--- config.mk ---
export PLATFORM = sky130hd
export DESIGN_NAME = sha1_wb_regs
export DESIGN_NICKNAME = d
export VERILOG_FILES = /design/src/rtl/sha1_pkg.sv /design/src/rtl/sha1_wb_regs.sv
export SDC_FILE = /design/constraint.sdc
export NUM_CORES = 1
export LEC_CHECK = 0
export CORE_AREA = 2 2 303 305
export CTS_BUF_LIST = sky130_fd_sc_hd__clkbuf_8
export DETAILED_ROUTE_END_ITERATION = 7
export DIE_AREA = 0 0 305 307
export PLACE_DENSITY_LB_ADDON = 0.12
export SLEW_MARGIN = 0
export SYNTH_ARGS = -nofsm -noshare
export SYNTH_HDL_FRONTEND = slang
export SYNTH_SLANG_ARGS = --single-unit
--- constraint.sdc ---
create_clock -name wb_clk_i -period 3.7 [get_ports wb_clk_i]
set_input_delay 1.11 -clock wb_clk_i [delete_from_list [all_inputs] [get_ports wb_clk_i]]
set_output_delay 1.11 -clock wb_clk_i [all_outputs]
set_load 0.01 [all_outputs]
--- src/rtl/sha1_pkg.sv ---
// Shared definitions for the SHA-1 Wishbone front end and its neighbours.
// Register offsets are word indices (byte address bits [7:2]).
package sha1_pkg;

    localparam logic [5:0] OFF_CTRL    = 6'h00;
    localparam logic [5:0] OFF_STATUS  = 6'h01;
    localparam logic [5:0] OFF_DIGEST0 = 6'h02;
    localparam logic [5:0] OFF_MSG0    = 6'h10;

    localparam int CTRL_START  = 0;
    localparam int CTRL_INIT   = 1;
    localparam int CTRL_IRQ_EN = 2;

    localparam int ST_BUSY = 0;
    localparam int ST_DONE = 1;
    localparam int ST_ERR  = 2;

    typedef enum logic [1:0] {
        IDLE = 2'd0,
        SEND = 2'd1,
        WAIT = 2'd2
    } sha1_state_e;

    localparam logic [31:0] SHA1_IV_H0 = 32'h6745_2301;
    localparam logic [31:0] SHA1_IV_H1 = 32'hEFCD_AB89;
    localparam logic [31:0] SHA1_IV_H2 = 32'h98BA_DCFE;
    localparam logic [31:0] SHA1_IV_H3 = 32'h1032_5476;
    localparam logic [31:0] SHA1_IV_H4 = 32'hC3D2_E1F0;

    function automatic logic [31:0] byte_merge(
        input logic [31:0] old,
        input logic [31:0] dat,
        input logic [3:0]  sel
    );
        logic [31:0] r;
        r = old;
        for (int b = 0; b < 4; b++) begin
            if (sel[b]) r[8*b +: 8] = dat[8*b +: 8];
        end
        return r;
    endfunction

endpackage

--- src/rtl/sha1_wb_regs.sv ---
// Wishbone register front end for the SHA-1 core: message buffer, control,
// status, digest capture and interrupt.
module sha1_wb_regs
    import sha1_pkg::*;
#(
    parameter logic [31:0] BASE_ADDR = 32'h3000_0000,
    parameter logic [31:0] ADDR_MASK = 32'hFFFF_FF00
) (
    input  logic         wb_clk_i,
    input  logic         wb_rst_ni,
    input  logic         wbs_stb_i,
    input  logic         wbs_cyc_i,
    input  logic         wbs_we_i,
    input  logic [3:0]   wbs_sel_i,
    input  logic [31:0]  wbs_adr_i,
    input  logic [31:0]  wbs_dat_i,
    output logic         wbs_ack_o,
    output logic [31:0]  wbs_dat_o,
    output logic [511:0] blk_o,
    output logic         blk_init_o,
    output logic         blk_valid_o,
    input  logic         blk_ready_i,
    input  logic [159:0] digest_i,
    input  logic         digest_valid_i,
    output logic         irq_o
);

    sha1_state_e  state_q;
    logic [31:0]  msg_q [16];
    logic [159:0] digest_q;
    logic         init_q;
    logic         irq_en_q;
    logic         done_q;
    logic         done_d;
    logic         err_q;
    logic         err_d;
    logic         blk_valid_q;
    logic         blk_init_q;
    logic         irq_q;
    logic         ack_q;
    logic         served_q;
    logic [31:0]  dat_q;
    logic [31:0]  rdata;

    logic         hit;
    logic         acc;
    logic         wr;
    logic [5:0]   off;
    logic         busy;
    logic         ctrl_wr;
    logic         stat_wr;
    logic         start;
    logic         msg_hit;
    logic         msg_wr;
    logic         dig;

    assign hit = wbs_stb_i & wbs_cyc_i
               & ((wbs_adr_i & ADDR_MASK) == BASE_ADDR);
    // One transfer per strobe assertion: a held strobe is served once.
    assign acc     = hit & ~served_q;
    assign wr      = acc & wbs_we_i;
    assign off     = wbs_adr_i[7:2];
    assign busy    = (state_q != IDLE);
    assign ctrl_wr = wr & (off == OFF_CTRL) & wbs_sel_i[0];
    assign stat_wr = wr & (off == OFF_STATUS) & wbs_sel_i[0];
    assign start   = ctrl_wr & wbs_dat_i[CTRL_START];
    assign msg_hit = (off[5:4] == OFF_MSG0[5:4]);
    assign msg_wr  = wr & msg_hit;
    assign dig     = digest_valid_i & (state_q == WAIT);

    always_comb begin
        rdata = '0;
        if (msg_hit) begin
            rdata = msg_q[off[3:0]];
        end else begin
            unique case (off)
                OFF_CTRL:    rdata = {29'b0, irq_en_q, init_q, 1'b0};
                OFF_STATUS:  rdata = {29'b0, err_q, done_q, busy};
                OFF_DIGEST0: rdata = digest_q[159:128];
                OFF_DIGEST0 + 6'd1: rdata = digest_q[127:96];
                OFF_DIGEST0 + 6'd2: rdata = digest_q[95:64];
                OFF_DIGEST0 + 6'd3: rdata = digest_q[63:32];
                OFF_DIGEST0 + 6'd4: rdata = digest_q[31:0];
                default:     rdata = '0;
            endcase
        end
    end

    // Later assignments take priority: a core DONE beats a W1C clear.
    always_comb begin
        done_d = done_q;
        if (stat_wr && wbs_dat_i[ST_DONE]) done_d = 1'b0;
        if (start && !busy)                done_d = 1'b0;
        if (dig)                           done_d = 1'b1;
        err_d = err_q;
        if (stat_wr && wbs_dat_i[ST_ERR])  err_d = 1'b0;
        if ((start || msg_wr) && busy)     err_d = 1'b1;
    end

    always_ff @(posedge wb_clk_i or negedge wb_rst_ni) begin
        if (!wb_rst_ni) begin
            served_q <= 1'b0;
            ack_q    <= 1'b0;
            dat_q    <= '0;
            init_q   <= 1'b0;
            irq_en_q <= 1'b0;
            done_q   <= 1'b0;
            err_q    <= 1'b0;
            irq_q    <= 1'b0;
        end else begin
            served_q <= hit;
            ack_q    <= acc;
            dat_q    <= (acc && !wbs_we_i) ? rdata : '0;
            done_q   <= done_d;
            err_q    <= err_d;
            irq_q    <= done_q & irq_en_q;
            if (ctrl_wr) begin
                init_q   <= wbs_dat_i[CTRL_INIT];
                irq_en_q <= wbs_dat_i[CTRL_IRQ_EN];
            end
        end
    end

    always_ff @(posedge wb_clk_i or negedge wb_rst_ni) begin
        if (!wb_rst_ni) begin
            for (int i = 0; i < 16; i++) msg_q[i] <= '0;
        end else if (msg_wr && !busy) begin
            msg_q[off[3:0]] <= byte_merge(msg_q[off[3:0]], wbs_dat_i,
                                          wbs_sel_i);
        end
    end

    always_ff @(posedge wb_clk_i or negedge wb_rst_ni) begin
        if (!wb_rst_ni) begin
            state_q     <= IDLE;
            blk_valid_q <= 1'b0;
            blk_init_q  <= 1'b0;
            digest_q    <= '0;
        end else begin
            unique case (state_q)
                IDLE: if (start) begin
                    state_q     <= SEND;
                    blk_valid_q <= 1'b1;
                    blk_init_q  <= wbs_dat_i[CTRL_INIT];
                end
                SEND: if (blk_ready_i) begin
                    state_q     <= WAIT;
                    blk_valid_q <= 1'b0;
                end
                WAIT: if (digest_valid_i) begin
                    state_q  <= IDLE;
                    digest_q <= digest_i;
                end
                default: begin
                    state_q     <= IDLE;
                    blk_valid_q <= 1'b0;
                end
            endcase
        end
    end

    for (genvar g = 0; g < 16; g++) begin : g_blk
        assign blk_o[511-32*g -: 32] = msg_q[g];
    end

    assign wbs_ack_o   = ack_q;
    assign wbs_dat_o   = dat_q;
    assign blk_init_o  = blk_init_q;
    assign blk_valid_o = blk_valid_q;
    assign irq_o       = irq_q;

endmodule

==> results of run 1 <==
==> worst min path at each step <==
| stage | startpoint | slack [ns] | endpoint | cells after the start |
|---|---|---|---|---|
| 6_report | wb_rst_ni | 0.34 | digest_q[59]$_DFFE_PN0P_ | 1 |
| 3_5_place_dp | digest_q[51]$_DFFE_PN0P_ | 0.49 | digest_q[51]$_DFFE_PN0P_ | 1 |
| 2_1_floorplan | err_q$_DFFE_PN0P_ | 0.46 | err_q$_DFFE_PN0P_ | 2 |
| 5_1_grt | wb_rst_ni | 0.36 | digest_q[59]$_DFFE_PN0P_ | 1 |
| 3_3_place_gp | digest_q[52]$_DFFE_PN0P_ | 0.49 | digest_q[52]$_DFFE_PN0P_ | 1 |
| 4_1_cts | wb_rst_ni | 0.34 | digest_q[59]$_DFFE_PN0P_ | 1 |
==> cell usage after synthesis, drive strengths merged, types with 9 or more instances <==
cell	instances	area share, %
nand2	44	0.51
dfrtp	715	55
o22ai	34	0.65
clkbuf	97	1.1
o31ai	29	1.1
nor2b	11	0.21
mux4	66	4.6
nand2b	9	0.17
a22oi	32	0.74
nor2	402	4.8
nor3	42	0.66
nand3	12	0.18
a222oi	29	0.89
mux2	483	17
a22o	28	0.75
o21ai	34	0.83
mux2i	92	2.8
buf	93	1.7
a21o	28	0.65
a21oi	265	4.1
==> through the flow <==
stage / hold WS, ns / instance area, sq um / util, % / std cells
2_1_floorplan: 0.4576 / 32560 / - / 2614
3_3_place_gp: 0.4867 / 43310 / 47.75 / 4580
3_5_place_dp: 0.4927 / 43310 / 47.75 / 4580
4_1_cts: 0.3391 / 46030 / 50.75 / 4813
5_1_grt: 0.3645 / 46050 / 50.77 / 4820
6_report: 0.3355 / 46060 / 50.78 / 4824
==> registers in the layout, summed over array words and instances (netlist names) <==
name / cells
blk_o: 512
digest_q: 160
wbs_dat_o: 32
state_q: 2
blk_init_o: 1
blk_valid_o: 1
done_q: 1
err_q: 1
init_q: 1
irq_en_q: 1
irq_o: 1
served_q: 1
wbs_ack_o: 1
==> power by group <==
group          switching [W]  total (W)  internal [W]
Combinational       0.000781    0.00139      0.000606
Clock                0.00349    0.00783       0.00434
Sequential         0.0000803    0.00806       0.00798
Total                0.00435     0.0173        0.0129
==> cells in the final DEF, fill, tap and decap left out, drive strengths merged, types with 4 or more instances in the layout <==
cell type,instances
clkbuf,174
a22o,28
mux2i,92
and3,5
inv,45
nor2,402
nor2b,11
mux2,483
a211oi,4
buf,195
mux4,66
or2,6
nor3,42
a222oi,29
nand3,12
o31ai,29
clkdlybuf4s50,775
o22ai,34
nand4,6
clkinvlp,4
dfrtp,715
a22oi,32
nand2b,9
nand2,44
and4,7
diode,11
nor4,7
o21ai,34
a21oi,265
a21o,28
clkinv,13
==> per-layer routing <==
layer	routed length [um]	part of all wire [%]	vias to the layer above
met3	12230	8.8	253
met5	60	0.043	-
met1	58000	42	13544
met4	5081	3.6	10
li1	-	-	11342
met2	63880	46	1167
==> cells by family after synthesis <==
group	share of synthesized area, %
simple gates	7.766
compound gates	10.26
mux	24.10
flops	54.95
buf+inv	2.924
==> area by class of cell <==
cell class	count	area [sq um]	area share, %
Tap cell	1186	1484	3.222
Sequential cell	715	17890	38.85
Inverter	5	18.77	0.04075
Timing Repair Buffer	970	10010	21.73
Antenna cell	11	27.53	0.05977
Clock buffer	174	2395	5.200
Multi-Input combinational cell	1704	13900	30.18
Clock inverter	59	327.8	0.7118
==> results.yml, run 1 <==
floorplanning:
  coreArea_sq_um: 90690
  die_w_um: 305
  rows: 111
  dieHeight_um: 307
  start_util_pct: 35.90
  pin_count: 783
  dieArea_sq_um: 93640
clock_network:
  clk_latency_ns: 0.81
  cts_made_buffers: 135
  cts.clk_slew.worst_paths_ns: 0.06
  clk_path_buf_depth: 3
  cts_resized: 0
  postCtsSetupBuffers: 0
  cts_tree: "built"
  clockRootBuffer: "clkbuf_8"
  htreeDepth: 4
  cts.sinks: 715
  cts-hold-fix-buffers: 0
sta:
  finClkSkew_ns: 0.02459
  slew_violations: 0
  setup_slack_ns: 0.4632
  layout_min_cycle_time_ns: 3.237
  setup_violations: 0
  slew_headroom_pct: 21.05
  hold_violations: 0
  worstMarginPinSlew_ns: 1.171
  rsz0062_at_grt: "false"
  setup_tns_ns: 0
  finalCritPeriodShare_pct: 87.48
  max_freq_mhz: 308.9
global_routing:
  grtUsageMet3_pct: 9.325
  grt_pass1_vias: 27190
  grt_pass1_wl_um: 197500
  globalRoute.busiestLayer: "met2"
  gr-usage-met1_pct: 37.75
  grt_max_degree: 96
  use_met2_pct: 45.43
  grtUsageTotal_pct: 29.15
  antenna_found_initial: 12
  overflow: 0
final_layout:
  nFillCells: 7910
  final_nets: 3766
  drive_above_1_share_pct: 29.61
  syn2layout_area_growth_pct: 41.45
synthesis:
  synth_fp_nets: 2849
  synth_seq_cells: 715
  synthCells: 2614
  postSynthAreaPerCell_sq_um: 12.46
  synth-seq-area-share_pct: 54.95
  synthArstFlopShare_pct: 100.0
  yosys_warnings: 0
  syn_area_sq_um: 32560
  synth.distinct_cells: 58
  synth_edf_count: 0
  ys.flop_type: "dfrtp_1"
pwr:
  peakVddDrop_v: 0.0003058
  leakage_nw: 20.76
  power_w: 0.01727
  p_per_area_nw_per_um2: 375.1
critical_path:
  r2r_cells: 7
  critPathMaxFanout: 21
  crit_path_end: "wbs_dat_o[8]$_DFF_PN0_"
  max_stage_delay_ns: 0.73
  reg2reg_from: "state_q[1]$_DFFE_PN0P_"
  path_buf_inv: 3
  ff2ff_setup_slack_ns: 1.19
  crit_family: "simple AND/OR/NAND/NOR gates"
  crit_type: "in2reg"
  startpoint: "wbs_adr_i[26]"
  startpoint_type: "input pin"
  required_ns: 4.43
  worstSetupEndpointType: "flip-flop"
  path_cells: "clkdlybuf4s50_1, nor4_1, buf_4, nand4_1, or3_2, or3b_4, buf_12, o21ai_2"
  reg2reg_to: "blk_o[104]$_DFFE_PN0P_"
  cp.arrival_ns: 3.97
  cp_slowest_cell: "nor4_1"
  path_depth: 8
drt:
  viasPerCell: 5.455
  postRouteAntennaNets: 0
  dr.pass1.iters: 6
  wirelength_um: 139300
  detail_route.wl_per_cell_um: 28.87
  drt_iter0_markers: 2121
  drc: 0
  vias: 26316
job:
  maxCapViolations: 0
placed_design:
  hpwlAfterDp_um: 101300
  routabilityCongestion: 0.9050
  pre_cts_slack_ns: -0.3082
  io_buffer_count: 780
min_path:
  hp-class: "in2async"
outcome:
  status: "finished, final reports clean"
Power figures use the tool's default switching activity.
==> run 2, diff against run 1 <==
CORE_AREA = 2 2 308 310   (was 2 2 303 305)
DIE_AREA = 0 0 310 312   (was 0 0 305 307)
PLACE_DENSITY = 0.58   (was default)
PLACE_DENSITY_LB_ADDON = default   (was 0.12)
==> run 2 against run 1 <==
Effect of this change:
- wire length is 1.1% higher
- combinational power hardly changed
- final area is 0.30% lower
- first-iteration DRC count is 8.0% higher
- register-to-register slack better by 0.03 ns
- total power is 2.1% lower
- sequential share of layout area is 0.12 points higher
- die area is 3.3% higher
- critical path depth is 7 lower
- utilization is 1.4 points lower
- critical endpoint is now blk_o[203]
- largest cell class unchanged
==> results.yml, run 2 (synthesized netlist as in run 1, its figures left out) <==
critical_path:
  r2r_cells: 6
  path_depth: 1
  crit_type: "reg2out"
  critPathMaxFanout: 3
  worstSetupEndpointType: "output pin"
  crit_family: "buffers and inverters"
  path_cells: "clkdlybuf4s50_1"
  cp.arrival_ns: 1.93
  path_buf_inv: 1
  required_ns: 2.59
  ff2ff_setup_slack_ns: 1.22
  reg2reg_from: "state_q[1]$_DFFE_PN0P_"
  cp_slowest_cell: "clkdlybuf4s50_1"
  max_stage_delay_ns: 0.73
  startpoint_type: "flip-flop"
  reg2reg_to: "blk_o[135]$_DFFE_PN0P_"
clock_network:
  cts_made_buffers: 132
  cts_tree: "built"
  postCtsSetupBuffers: 0
  cts.sinks: 715
  cts.clk_slew.worst_paths_ns: 0.05
  clk_latency_ns: 0.83
  htreeDepth: 4
  cts-hold-fix-buffers: 0
  clockRootBuffer: "clkbuf_8"
  clk_path_buf_depth: 3
  cts_resized: 0
global_routing:
  grt_pass1_vias: 26681
  antenna_found_initial: 10
  grtUsageTotal_pct: 28.61
  overflow: 0
  grt_max_degree: 85
  grt_pass1_wl_um: 199400
drt:
  detail_route.wl_per_cell_um: 28.86
  postRouteAntennaNets: 0
  viasPerCell: 5.402
  vias: 26360
  wl_met3_um: 13070
  drc: 0
  dr_wl_met2_um: 65020
  wirelength_um: 140800
  top_layer: "met5"
  drt_iter0_markers: 2291
  wl_met1_um: 59100
  dr.pass1.iters: 7
pwr:
  peakVddDrop_v: 0.0003178
  power_w: 0.01691
  leakage_nw: 20.66
  p_per_area_nw_per_um2: 368.3
job:
  maxCapViolations: 0
sta:
  slew_headroom_pct: 28.67
  setup_violations: 0
  worstMarginPinSlew_ns: 1.058
  slew_violations: 0
  hold_violations: 0
  rsz0062_at_grt: "false"
  max_freq_mhz: 328.4
  layout_min_cycle_time_ns: 3.045
  setup_slack_ns: 0.6551
  finalCritPeriodShare_pct: 82.29
  hold_ws_ns: 0.2501
  finClkSkew_ns: 0.03010
min_path:
  hp-class: "in2async"
placed_design:
  pre_cts_slack_ns: -0.005769
  hpwlAfterDp_um: 102800
  dp.cells: 4652
  routabilityCongestion: 0.8911
  io_buffer_count: 780
floorplanning:
  dieHeight_um: 312
  pin_count: 783
  coreArea_sq_um: 93050
  start_util_pct: 34.99
  rows: 112
  die_w_um: 310
  dieArea_sq_um: 96720
final_layout:
  final_nets: 3767
  largest_register_ffs: 512
  layout_common_cells: "clkdlybuf4s50_1, dfrtp_1, mux2_2"
  syn2layout_area_growth_pct: 41.03
  drive_above_1_share_pct: 29.22
  fin_cells: 4880
  final_common_cell: "clkdlybuf4s50_1"
  post-route-util_pct: 49.35
outcome:
  status: "finished, final reports clean"
## run 2: changes by cell type in the layout (fill, tap and decap cells not counted), sizes merged
cell	delta
buf	+4
inv	+9
clkbuf	-15
clkinv	-8
diode	-2
## run 2: cell type report
| type | instances | area (sq um) |
|---|---|---|
| fillers | 8529 | 47130 |
| diodes | 9 | 22.52 |
| inverters | 5 | 18.77 |
| clock buffers | 159 | 2188 |
| clock inverters | 60 | 324.1 |
| flip-flops and latches | 715 | 17890 |
| multi-input cells | 1704 | 13900 |
| well taps | 1254 | 1569 |
| repair buffers | 974 | 10000 |
## run 2: per-layer routing
metal,GRT usage [%],vias up
li1,-,11333
met1,38.29,13635
met2,44.66,1183
met3,8.687,203
met4,8.454,6
met5,0,-
## run 2: power by group
part           leakage [nW]  switching [W]  internal [W]
clock                  1.45        0.00346       0.00400
sequential             9.85      0.0000794       0.00798
combinational          9.37       0.000794      0.000604
## run 2: per-stage QoR
stage                     instance area [sq um]  setup TNS (ns)
after global placement                    43390               0
after detailed placement                  43390       -0.005769
after global routing                      45910               0
final                                     45920               0
after floorplan                           32560               0
after CTS                                 45900               0
## run 2: how the worst max path moves through the flow
stage	end	slack, ns	from
3_5_place_dp	init_q$_DFFE_PN0P_	-0.006	wbs_adr_i[26]
5_1_grt	blk_o[203]	0.53	blk_o[203]$_DFFE_PN0P_
3_3_place_gp	blk_o[85]$_DFFE_PN0P_	0.01	wbs_adr_i[21]
2_1_floorplan	blk_o[443]$_DFFE_PN0P_	0.67	wbs_adr_i[2]
4_1_cts	blk_o[107]	0.56	blk_o[107]$_DFFE_PN0P_
6_report	blk_o[203]	0.66	blk_o[203]$_DFFE_PN0P_
